**config.mk**
```make
export PLATFORM = sky130hd
export DESIGN_NAME = m68k_bus_checkpoint
export DESIGN_NICKNAME = d
export VERILOG_FILES = /design/src/rtl/m68k_bus_checkpoint_pkg.sv /design/src/rtl/m68k_bus_checkpoint_fifo.sv /design/src/rtl/m68k_bus_checkpoint.sv
export SDC_FILE = /design/constraint.sdc
export NUM_CORES = 2
export LEC_CHECK = 0
export CORE_ASPECT_RATIO = 0.9
export CORE_MARGIN = 2
export CORE_UTILIZATION = 30
export DETAILED_ROUTE_END_ITERATION = 12
export SYNTH_ARGS = -nofsm -noshare
export SYNTH_HDL_FRONTEND = slang
export SYNTH_SLANG_ARGS = --single-unit
```
**constraint.sdc**
```tcl
create_clock -name CLK_24M -period 15.2 [get_ports CLK_24M]
set_input_delay 3.8 -clock CLK_24M [delete_from_list [all_inputs] [get_ports CLK_24M]]
set_output_delay 3.8 -clock CLK_24M [all_outputs]
set_load 0.005 [all_outputs]
```
**src/rtl/m68k_bus_checkpoint_pkg.sv**
```systemverilog
// Purpose: shared debug-event definitions: field widths, timeout index, event word, default timeout.
// Latency: n/a (types, constants and a combinational helper only).
// Backpressure: n/a.
package m68k_bus_checkpoint_pkg;

    localparam int EVT_IDX_W  = 5;
    localparam int EVT_ADDR_W = 24;
    localparam int EVT_CYC_W  = 32;

    // Event index reserved for bus-timeout events; never a table entry index.
    localparam logic [EVT_IDX_W-1:0] EVT_IDX_TIMEOUT = 5'h1F;

    // Default nAS-low budget in CLK_24M cycles before a bus timeout is flagged.
    localparam int DEF_TIMEOUT = 255;

    // Event word, MSB first: {RW, CYC, ADDR, IDX}.
    typedef struct packed {
        logic                  rw;
        logic [EVT_CYC_W-1:0]  cyc;
        logic [EVT_ADDR_W-1:0] addr;
        logic [EVT_IDX_W-1:0]  idx;
    } evt_t;

    localparam int EVT_W = $bits(evt_t);

    // Rebuild the byte address: only a lower-byte-only access points at the odd byte.
    function automatic logic [EVT_ADDR_W-1:0] byte_addr(input logic [22:0] addr,
                                                        input logic       lds_n,
                                                        input logic       uds_n);
        return {addr, (~lds_n & uds_n)};
    endfunction

endpackage

```
**src/rtl/m68k_bus_checkpoint_fifo.sv**
```systemverilog
// Purpose: generic synchronous FIFO with simultaneous push/pop.
// Latency: 1 cycle from push to pop_vld (no bypass).
// Backpressure: push_rdy low when full unless a pop happens in the same cycle.
module m68k_bus_checkpoint_fifo #(
    parameter int DEPTH = 8,
    parameter int WIDTH = 8
) (
    input  logic             core_clk,
    input  logic             rst_n,
    input  logic             push_vld,
    input  logic [WIDTH-1:0] push_dat,
    output logic             push_rdy,
    output logic             pop_vld,
    input  logic             pop_rdy,
    output logic [WIDTH-1:0] pop_dat
);

    localparam int AW = $clog2(DEPTH);

    logic [AW:0]      wr_ptr_q, wr_ptr_d;
    logic [AW:0]      rd_ptr_q, rd_ptr_d;
    logic [WIDTH-1:0] mem_q [DEPTH];
    logic [WIDTH-1:0] mem_d [DEPTH];
    logic             empty, full, do_push, do_pop;

    // Pointer-compare status; a same-cycle pop makes room for the push.
    always_comb begin
        empty    = (wr_ptr_q == rd_ptr_q);
        full     = (wr_ptr_q[AW] != rd_ptr_q[AW]) && (wr_ptr_q[AW-1:0] == rd_ptr_q[AW-1:0]);
        pop_vld  = ~empty;
        do_pop   = ~empty & pop_rdy;
        push_rdy = ~full | do_pop;
        do_push  = push_vld & push_rdy;
        pop_dat  = mem_q[rd_ptr_q[AW-1:0]];
    end

    // Next pointers and storage contents.
    always_comb begin
        wr_ptr_d = wr_ptr_q + (AW+1)'(do_push);
        rd_ptr_d = rd_ptr_q + (AW+1)'(do_pop);
        mem_d    = mem_q;
        if (do_push) begin
            mem_d[wr_ptr_q[AW-1:0]] = push_dat;
        end
    end

    // Pointer registers; reset empties the FIFO.
    always_ff @(posedge core_clk) begin
        if (!rst_n) begin
            wr_ptr_q <= '0;
            rd_ptr_q <= '0;
        end else begin
            wr_ptr_q <= wr_ptr_d;
            rd_ptr_q <= rd_ptr_d;
        end
    end

    // Storage needs no reset: slots are only read after being written.
    always_ff @(posedge core_clk) begin
        mem_q <= mem_d;
    end

endmodule

```
**src/rtl/m68k_bus_checkpoint.sv**
```systemverilog
// Purpose: 68K bus checkpoint monitor; matches bus byte addresses to a table, queues hit events, raises HALT.
// Latency: nAS fall -> 2 sync clks -> T0; EVT_VALID at T0+3 into an empty FIFO; HALT visible with the push.
// Backpressure: EVT_VALID/EVT_READY pop; full FIFO drops the event (OVERFLOW, DROP_CNT). NG_BUS_TIMEOUT_EN adds BUS_ERR.
module m68k_bus_checkpoint
    import m68k_bus_checkpoint_pkg::*;
#(
    parameter int NUM_CP     = 16,
    parameter int FIFO_DEPTH = 8
`ifdef NG_BUS_TIMEOUT_EN
    ,
    parameter int TIMEOUT    = DEF_TIMEOUT
`endif
) (
    input  logic        CLK_24M,
    input  logic        nRESET,
    input  logic [23:1] M68K_ADDR,
    input  logic        nAS,
    input  logic        nLDS,
    input  logic        nUDS,
    input  logic        M68K_RW,
    input  logic        CP_WE,
    input  logic [4:0]  CP_IDX,
    input  logic [23:0] CP_ADDR,
    input  logic        CP_EN,
    input  logic        CP_STOP,
    output logic        EVT_VALID,
    input  logic        EVT_READY,
    output logic [4:0]  EVT_IDX,
    output logic [23:0] EVT_ADDR,
    output logic [31:0] EVT_CYC,
    output logic        EVT_RW,
    output logic        HALT,
    input  logic        HALT_CLR,
    output logic        OVERFLOW,
    output logic [7:0]  DROP_CNT,
    output logic        BUS_ERR
);

    // Strobe vector order: {nAS, nUDS, nLDS}.
    // nAS syncs reset to 0 so a bus cycle already in flight at reset release never yields a T0.
    localparam logic [2:0] STRB_RST = 3'b011;

    logic [2:0]  strb_s1_q, strb_s1_d;
    logic [2:0]  strb_s2_q, strb_s2_d;
    logic        as_prev_q, as_prev_d;
    logic        t0;

    logic        cap_vld_q, cap_vld_d;
    logic [23:0] cap_addr_q, cap_addr_d;
    logic        cap_rw_q, cap_rw_d;
    logic [31:0] bus_cyc_q, bus_cyc_d;

    logic [23:0]       cp_addr_q [NUM_CP];
    logic [23:0]       cp_addr_d [NUM_CP];
    logic [NUM_CP-1:0] cp_en_q, cp_en_d;
    logic [NUM_CP-1:0] cp_stop_q, cp_stop_d;

    logic        hit, hit_stop;
    logic [4:0]  hit_idx;
    logic        m_vld_q, m_vld_d;
    logic        m_stop_q, m_stop_d;
    evt_t        m_evt_q, m_evt_d;

    logic        halt_q, halt_d;
    logic        ovf_q, ovf_d;
    logic [7:0]  drop_cnt_q, drop_cnt_d;
    logic        push_rdy, evt_vld, drop;
    evt_t        head_evt;

    // 2-FF synchronizer for the asynchronous strobes, plus last synced nAS for edge detect.
    always_comb begin
        strb_s1_d = {nAS, nUDS, nLDS};
        strb_s2_d = strb_s1_q;
        as_prev_d = strb_s2_q[2];
        t0        = as_prev_q & ~strb_s2_q[2];
    end

    // Synchronizer registers.
    always_ff @(posedge CLK_24M) begin
        if (!nRESET) begin
            strb_s1_q <= STRB_RST;
            strb_s2_q <= STRB_RST;
            as_prev_q <= 1'b0;
        end else begin
            strb_s1_q <= strb_s1_d;
            strb_s2_q <= strb_s2_d;
            as_prev_q <= as_prev_d;
        end
    end

    // T0 capture: address/RW are stable while nAS is low, so they are sampled raw.
    always_comb begin
        cap_vld_d  = t0;
        cap_addr_d = cap_addr_q;
        cap_rw_d   = cap_rw_q;
        bus_cyc_d  = bus_cyc_q + 32'(t0);
        if (t0) begin
            cap_addr_d = byte_addr(M68K_ADDR, strb_s2_q[0], strb_s2_q[1]);
            cap_rw_d   = M68K_RW;
        end
    end

    // Capture-stage registers and the free-running bus-cycle counter.
    always_ff @(posedge CLK_24M) begin
        if (!nRESET) begin
            cap_vld_q  <= 1'b0;
            cap_addr_q <= '0;
            cap_rw_q   <= 1'b0;
            bus_cyc_q  <= '0;
        end else begin
            cap_vld_q  <= cap_vld_d;
            cap_addr_q <= cap_addr_d;
            cap_rw_q   <= cap_rw_d;
            bus_cyc_q  <= bus_cyc_d;
        end
    end

    // Table writes; out-of-range indices match no entry and are ignored.
    always_comb begin
        cp_addr_d = cp_addr_q;
        cp_en_d   = cp_en_q;
        cp_stop_d = cp_stop_q;
        for (int i = 0; i < NUM_CP; i++) begin
            if (CP_WE && (CP_IDX == 5'(i))) begin
                cp_addr_d[i] = CP_ADDR;
                cp_en_d[i]   = CP_EN;
                cp_stop_d[i] = CP_STOP;
            end
        end
    end

    // Checkpoint table registers; a same-cycle write is seen by the next compare only.
    always_ff @(posedge CLK_24M) begin
        if (!nRESET) begin
            for (int i = 0; i < NUM_CP; i++) begin
                cp_addr_q[i] <= '0;
            end
            cp_en_q   <= '0;
            cp_stop_q <= '0;
        end else begin
            cp_addr_q <= cp_addr_d;
            cp_en_q   <= cp_en_d;
            cp_stop_q <= cp_stop_d;
        end
    end

`ifdef NG_BUS_TIMEOUT_EN
    localparam logic [7:0] TO_LIMIT = 8'(TIMEOUT);

    logic [7:0] to_cnt_q, to_cnt_d;
    logic       to_fire;
    logic       bus_err_q, bus_err_d;

    // nAS-low watchdog: counts up to TO_LIMIT, holds there, fires once on arrival.
    always_comb begin
        to_cnt_d  = to_cnt_q;
        to_fire   = 1'b0;
        if (strb_s2_q[2]) begin
            to_cnt_d = '0;
        end else if (to_cnt_q != TO_LIMIT) begin
            to_cnt_d = to_cnt_q + 8'd1;
            to_fire  = (to_cnt_d == TO_LIMIT);
        end
        bus_err_d = bus_err_q | to_fire;
    end

    // Watchdog registers; BUS_ERR is only cleared by reset.
    always_ff @(posedge CLK_24M) begin
        if (!nRESET) begin
            to_cnt_q  <= '0;
            bus_err_q <= 1'b0;
        end else begin
            to_cnt_q  <= to_cnt_d;
            bus_err_q <= bus_err_d;
        end
    end

    assign BUS_ERR = bus_err_q;
`else
    assign BUS_ERR = 1'b0;
`endif

    // Parallel compare; scanning high to low lets the lowest matching index win.
    always_comb begin
        hit      = 1'b0;
        hit_idx  = '0;
        hit_stop = 1'b0;
        for (int i = NUM_CP - 1; i >= 0; i--) begin
            if (cp_en_q[i] && (cp_addr_q[i] == cap_addr_q)) begin
                hit      = 1'b1;
                hit_idx  = 5'(i);
                hit_stop = cp_stop_q[i];
            end
        end
        m_vld_d      = cap_vld_q & hit;
        m_stop_d     = cap_vld_q & hit & hit_stop;
        m_evt_d.rw   = cap_rw_q;
        m_evt_d.cyc  = bus_cyc_q;
        m_evt_d.addr = cap_addr_q;
        m_evt_d.idx  = hit_idx;
`ifdef NG_BUS_TIMEOUT_EN
        // Timeout reuses the match slot; a capture in the same cycle (tiny TIMEOUT only) takes priority.
        if (to_fire && !cap_vld_q) begin
            m_vld_d     = 1'b1;
            m_stop_d    = 1'b0;
            m_evt_d.idx = EVT_IDX_TIMEOUT;
        end
`endif
    end

    // Match-stage registers; this is the push request into the event FIFO.
    always_ff @(posedge CLK_24M) begin
        if (!nRESET) begin
            m_vld_q  <= 1'b0;
            m_stop_q <= 1'b0;
            m_evt_q  <= '0;
        end else begin
            m_vld_q  <= m_vld_d;
            m_stop_q <= m_stop_d;
            m_evt_q  <= m_evt_d;
        end
    end

    m68k_bus_checkpoint_fifo #(
        .DEPTH (FIFO_DEPTH),
        .WIDTH (EVT_W)
    ) u_evt_fifo (
        .core_clk (CLK_24M),
        .rst_n    (nRESET),
        .push_vld (m_vld_q),
        .push_dat (m_evt_q),
        .push_rdy (push_rdy),
        .pop_vld  (evt_vld),
        .pop_rdy  (EVT_READY),
        .pop_dat  (head_evt)
    );

    // Sticky status: a set in the same cycle as HALT_CLR wins.
    always_comb begin
        drop       = m_vld_q & ~push_rdy;
        halt_d     = (m_vld_q & m_stop_q) | (halt_q & ~HALT_CLR);
        ovf_d      = drop | (ovf_q & ~HALT_CLR);
        drop_cnt_d = drop_cnt_q;
        if (drop && (drop_cnt_q != 8'hFF)) begin
            drop_cnt_d = drop_cnt_q + 8'd1;
        end
    end

    // Status registers.
    always_ff @(posedge CLK_24M) begin
        if (!nRESET) begin
            halt_q     <= 1'b0;
            ovf_q      <= 1'b0;
            drop_cnt_q <= '0;
        end else begin
            halt_q     <= halt_d;
            ovf_q      <= ovf_d;
            drop_cnt_q <= drop_cnt_d;
        end
    end

    // Head fields are forced to zero when empty so stale storage never shows.
    assign EVT_VALID = evt_vld;
    assign EVT_IDX   = evt_vld ? head_evt.idx  : '0;
    assign EVT_ADDR  = evt_vld ? head_evt.addr : '0;
    assign EVT_CYC   = evt_vld ? head_evt.cyc  : '0;
    assign EVT_RW    = evt_vld ? head_evt.rw   : 1'b0;
    assign HALT      = halt_q;
    assign OVERFLOW  = ovf_q;
    assign DROP_CNT  = drop_cnt_q;

endmodule

```
Word-level counts from Yosys, hierarchy flattened:

Cells that the tools add are included.

* $lt $le $gt $ge: 3
* add/subtract/negate cells: 4
* reduce and logical (&&, ||, !) cells: 41
* muxes and demuxes: 57
* equality and inequality tests: 35
* bitwise gates (word level): 22

Operator list (number)
* $bwmux W496: 1
* $eq A24 B24 Y1: 16
* $bmux W62 S3: 1
* $demux W62 S3: 1
* $mux W62: 3
* $eq A5 B4 Y1 const B: 8
* $logic_and A1 B1 Y1: 35
* $mux W1: 34
* $add A32 B1 Y32: 1
* $mux W32: 1
* $mux W4: 8
* $mux W24: 1
* $eq A5 B3 Y1 const B: 4
* $reduce_or A16 Y1: 1
* $mux W3: 4
* $and A1 B1 Y1: 10
* $eq A5 B2 Y1 const B: 2
* $reduce_or A9 Y1: 1
* $add A4 B1 Y4: 2
* $add A8 B1 Y8 const B: 1
* $ge A4 B4 Y1 const B: 2
* $ne A8 B8 Y1 const B: 1
* $not A3 Y4: 2
* $not A1 Y1: 7
* other kinds (12): 15

* register bits: 1059
* output and inout port bits: 74
* logic and storage cells: 240
* input port bits: 63

Longest topological paths before layout:

* word-level depth: 20
* depth in mapped cells: 13
* mapped depth without buffers: 12

By module:

From an unflattened synthesis, not the netlist that was laid out.

* cells, all modules: 3768
* area, all modules: 44485.2 µm²

Modules (own cells, without submodules)
* m68k_bus_checkpoint: instances 1, area each 25159.1 µm², seq. area each 11090.6 µm², cells each 3000
* m68k_bus_checkpoint_fifo: instances 1, area each 19326.0 µm², seq. area each 15054.4 µm², cells each 768

Least setup slack after synthesis:

No wires, ideal clock.

* kind: input to register
* start point: input EVT_READY
* end point: register u_evt_fifo.mem_q[434] (netlist name) (enable)
* setup slack: 6.224 ns
* cell stages on the path: 4
* required time: 14.645 ns
* setup time: 0.555 ns
* arrival time: 8.422 ns
* path buffers: 0
* cell sequence: nor2_1 a21boi_0 nand2b_1 nor3_1

* cells in the longest elaborated chain, start to end: 3

RTL lines
* from (decl): RTL line m68k_bus_checkpoint.sv:27 `input logic EVT_READY,`
* $and A1 B1 Y1: RTL line m68k_bus_checkpoint_fifo.sv:31 `do_pop = ~empty & pop_rdy;`
* $or A1 B1 Y1: RTL line m68k_bus_checkpoint_fifo.sv:32 `push_rdy = ~full | do_pop;`
* $and A1 B1 Y1: RTL line m68k_bus_checkpoint_fifo.sv:33 `do_push = push_vld & push_rdy;`
* to (signal assigned): RTL line m68k_bus_checkpoint_fifo.sv:60 `mem_q <= mem_d;`
* to (decl): RTL line m68k_bus_checkpoint_fifo.sv:22 `logic [WIDTH-1:0] mem_q [DEPTH];`

No other way between the ends.
A chain may end at the register's enable or synchronous reset.

Final worst setup path:

* start point: register u_evt_fifo.rd_ptr_q[0]
* end point: output EVT_CYC[25]

* cells in the longest elaborated chain, start to end: 5
* elaborated cells on any way between the ends: 6
* those cells by class: 1 x eq/ne; 4 x mux; 1 x bitwise

RTL lines
* from (decl): RTL line m68k_bus_checkpoint_fifo.sv:21 `logic [AW:0] rd_ptr_q, rd_ptr_d;`
* from (signal assigned): RTL line m68k_bus_checkpoint_fifo.sv:54 `rd_ptr_q <= rd_ptr_d;`
* $not A3 Y4 (implied by the code): RTL line m68k_bus_checkpoint_fifo.sv:34 `pop_dat = mem_q[rd_ptr_q[AW-1:0]];`
* $bmux W62 S3: RTL line m68k_bus_checkpoint_fifo.sv:34
* $mux W62 (implied by the code) (2 in series): RTL line m68k_bus_checkpoint_fifo.sv:34
* $mux W32 (*): RTL line m68k_bus_checkpoint.sv:266 `assign EVT_CYC = evt_vld ? head_evt.cyc : '0;`
* to (decl): RTL line m68k_bus_checkpoint.sv:30 `output logic [31:0] EVT_CYC,`

Mark *: on every way between the ends. The rest lies on a longest branch, timed or not. The select of a mux whose other input is x is not followed.

==> flow_metrics.tcl <==
set metrics [dict create \
    yosys_warnings 0 \
    cp.arrival_ps 4080 \
    numCtsBuffers 108 \
    setup_violations 0 \
    p_sw_uw 1329 \
    post-cts-setup-buffers 0 \
    rrSetupSlack_ps 11170 \
    layout_worst_path_cycle_share_pct 51.82 \
    numClockSinks 1050 \
    syn_area_mm2 0.04363 \
    synth_ff_type "dfxtp_1" \
    slowest_stage "dfxtp_4" \
    start_util_pct 30.26 \
    rows 132 \
    synth.most_common_cell "nand2_1" \
    crit_buf_inv 2 \
    syn_area_per_cell_um2 11.62 \
    yosysTopAreaCellShare_pct 33.58 \
    hpwl_mm 71.20 \
    slew_headroom_pct 19.38 \
    wl_mm 123.7 \
    grt_max_degree 144 \
    p_comb_share_pct 3.9 \
    overflow 0 \
    p_per_area_mw_per_mm2 116.1 \
    grt_pass1_wl_mm 180.1 \
    internal_power_uw 4546 \
    clockPowerShare_pct 45.8 \
    ctsResizeCount 0 \
    ys_seq_area_share_pct 59.37 \
    yosys-top-cells-count "nand2_1, dfxtp_1, edfxtp_1" \
    fill_cells 14050 \
    crit_type "reg -> out" \
    ys_async_sr_fraction_pct 0 \
    path_delay_family "buffers and inverters" \
    hold_buffers 0 \
    power_leakage_uw 0.01716 \
    crit_path_max_incr_delay_ps 1080 \
    wl_per_cell_um 21.19 \
    core_area_mm2 0.1442 \
    ys_seq_elements 1050 \
    die_y_um 365.8 \
    first_iter_violations 2682 \
    cts_tree "done" \
    synth_area_leaders "edfxtp_1, dfxtp_1, nand2_1" \
    clk_latency_ps 760 \
    rsz0062_at_grt "false" \
    seqPwrFrac_pct 50.4 \
    whs_ps 398.9 \
    hold_class "reg -> reg" \
    yosysUniqueCellTypes 56 \
    finalHoldViolations 0 \
    crit_fanout 51 \
    maxSlewViolCount 0 \
    cp_cell_sequence "buf_4 > mux4_2 > mux2i_1 > nor2_1 > clkdlybuf4s50_1" \
    drtPass1Iterations 5 \
    cts_buffer_depth 3 \
    fp.dieW_um 406 \
    place_congestion 0.8288 \
    critical_path_required_ps 11400 \
    switching_share_pct 22.62 \
    syn_inst 3755 \
    area_growth_pct 15.99 \
    io_buffers 134 \
    drive_gt1_share_pct 10.32 \
    start_kind "flip-flop" \
    worst_pin_slew_ps 1209 \
    grt_pass1_vias 26280 \
    root_buffer "clkbuf_16" \
    setup_tns_ps 0 \
    fmax_mhz 127.0 \
    finClkSkew_ps 71.17 \
    fin_nets 3868 \
    grt.total_usage_pct 16.39 \
    maxCapViolCount 0 \
    synth_largest_area_cell "edfxtp_1" \
    ios 137 \
    drc_errors 0 \
    antenna_found_initial 13 \
    htreeDepth 3 \
    status "finished clean" \
    dieArea_mm2 0.1485 \
    worst_setup_path_end_kind "primary output" \
    cts.clk_slew.worst_paths_ps 70 \
    ant_nets 0 \
    vias 27880 \
    ir_worst_vdd_mv 0.08198 \
    viasPerCell 4.775 \
    synth_edf_count 488 \
    final.min_clock_period_ps 7877 \
]
## cell families after synthesis
logic type	count (synthesis)	share of synthesized area [%]
buf+inv	295	2.759
other cells	1	0.008594
simple gates	1311	13.05
fa+ha+maj	7	0.2007
xor+xnor	426	8.568
compound gates	482	8.350
flops	1050	59.37
mux	183	7.697
## routing by layer
metal	GRT usage, %	vias up	part of all wire, %	wire (um)
met5	1.332	-	0.28	345
met4	4.525	16	2.6	3209
met3	4.051	205	7.9	9834
met2	24.97	871	45	55250
met1	22.93	13790	45	55090
li1	-	13000	-	-
## stage by stage
step	instances	util, %	setup WS (ps)	cell area (um2)	total power [uW]
finish	5839	35.10	7323	50610	5875
global route	5838	35.10	6936	50610	6058
CTS	5837	35.10	7132	50610	5928
detailed placement	5631	32.56	7988	46940	3243
global placement	5631	32.56	8020	46940	3241
floorplan	3756	-	6224	43640	3144
## placed cells by master, fill, tap and decap left out, types with 8 or more instances in the layout
master and n:
nand2_1 887, dfxtp_1 559, edfxtp_1 488, a21boi_0 403, xnor2_1 222, xor2_1 203, clkdlybuf4s50_1 126, mux4_2 122
clkbuf_16 109, and2_1 105, nor2_1 84, buf_4 81, nand4_1 63, mux2i_1 61, nor4_1 50, nand3_1 33
clkbuf_1 28, o22a_1 24, nor3_1 23, a21boi_1 21, clkbuf_8 20, nand2b_1 14, clkinv_1 14, clkinv_2 13
inv_1 11, nor2b_1 10, nor3_2 8
## final timing paths
| kind | start | cells past startpoint | end |
|---|---|---|---|
| worst max-delay path | u_evt_fifo.rd_ptr_q[0]$_SDFF_PN0_ | 5 | EVT_CYC[25] |
| worst min-delay path | strb_s1_q[0]$_SDFF_PN1_ | 1 | strb_s2_q[0]$_SDFF_PN1_ |
| worst max register to register | cap_addr_q[10]$_SDFFE_PN0P_ | 9 | m_stop_q$_SDFF_PN0_ |
| worst min register to register | strb_s1_q[0]$_SDFF_PN1_ | 1 | strb_s2_q[0]$_SDFF_PN1_ |
## flip-flops by register name (all words and copies together), names as in the netlist, 8 cells and up
register          flops
cp_en_q              16
DROP_CNT              8
u_evt_fifo.mem_q    488
cp_addr_q           384
bus_cyc_q            32
cp_stop_q            16
cap_addr_q           24
m_evt_q              61
## final cells by class
class                   instances  area [um2]  share of cell area (%)
clock buffers                 157        3108                   6.141
clock inverters                49       556.8                   1.100
multi-input cells            2411       16630                   32.86
flip-flops and latches       1050       25920                   51.21
diodes                          2       5.005                0.009889
repair buffers                215        1919                   3.792
inverters                      12       45.04                 0.08900
well taps                    1943        2431                   4.803
## worst register-to-register path, cell delays in order, from the launching register on
cell	delay (ps)
dfxtp_1	870
buf_4	460
xnor2_1	180
nand4_1	170
or4_1	610
a2bb2oi_1	190
a211o_1	320
a221o_1	330
a221o_1	340
a2111oi_2	460
## power by group through the flow
stage,Sequential (uW),Clock (uW),Combinational (uW)
after global placement,3020,0,222
after detailed placement,3020,0,222
after global routing,2960,2860,238
final,2960,2690,227
after floorplan,3010,0,129
after CTS,2960,2750,223
Note: power is estimated with default switching activity, not from simulation.
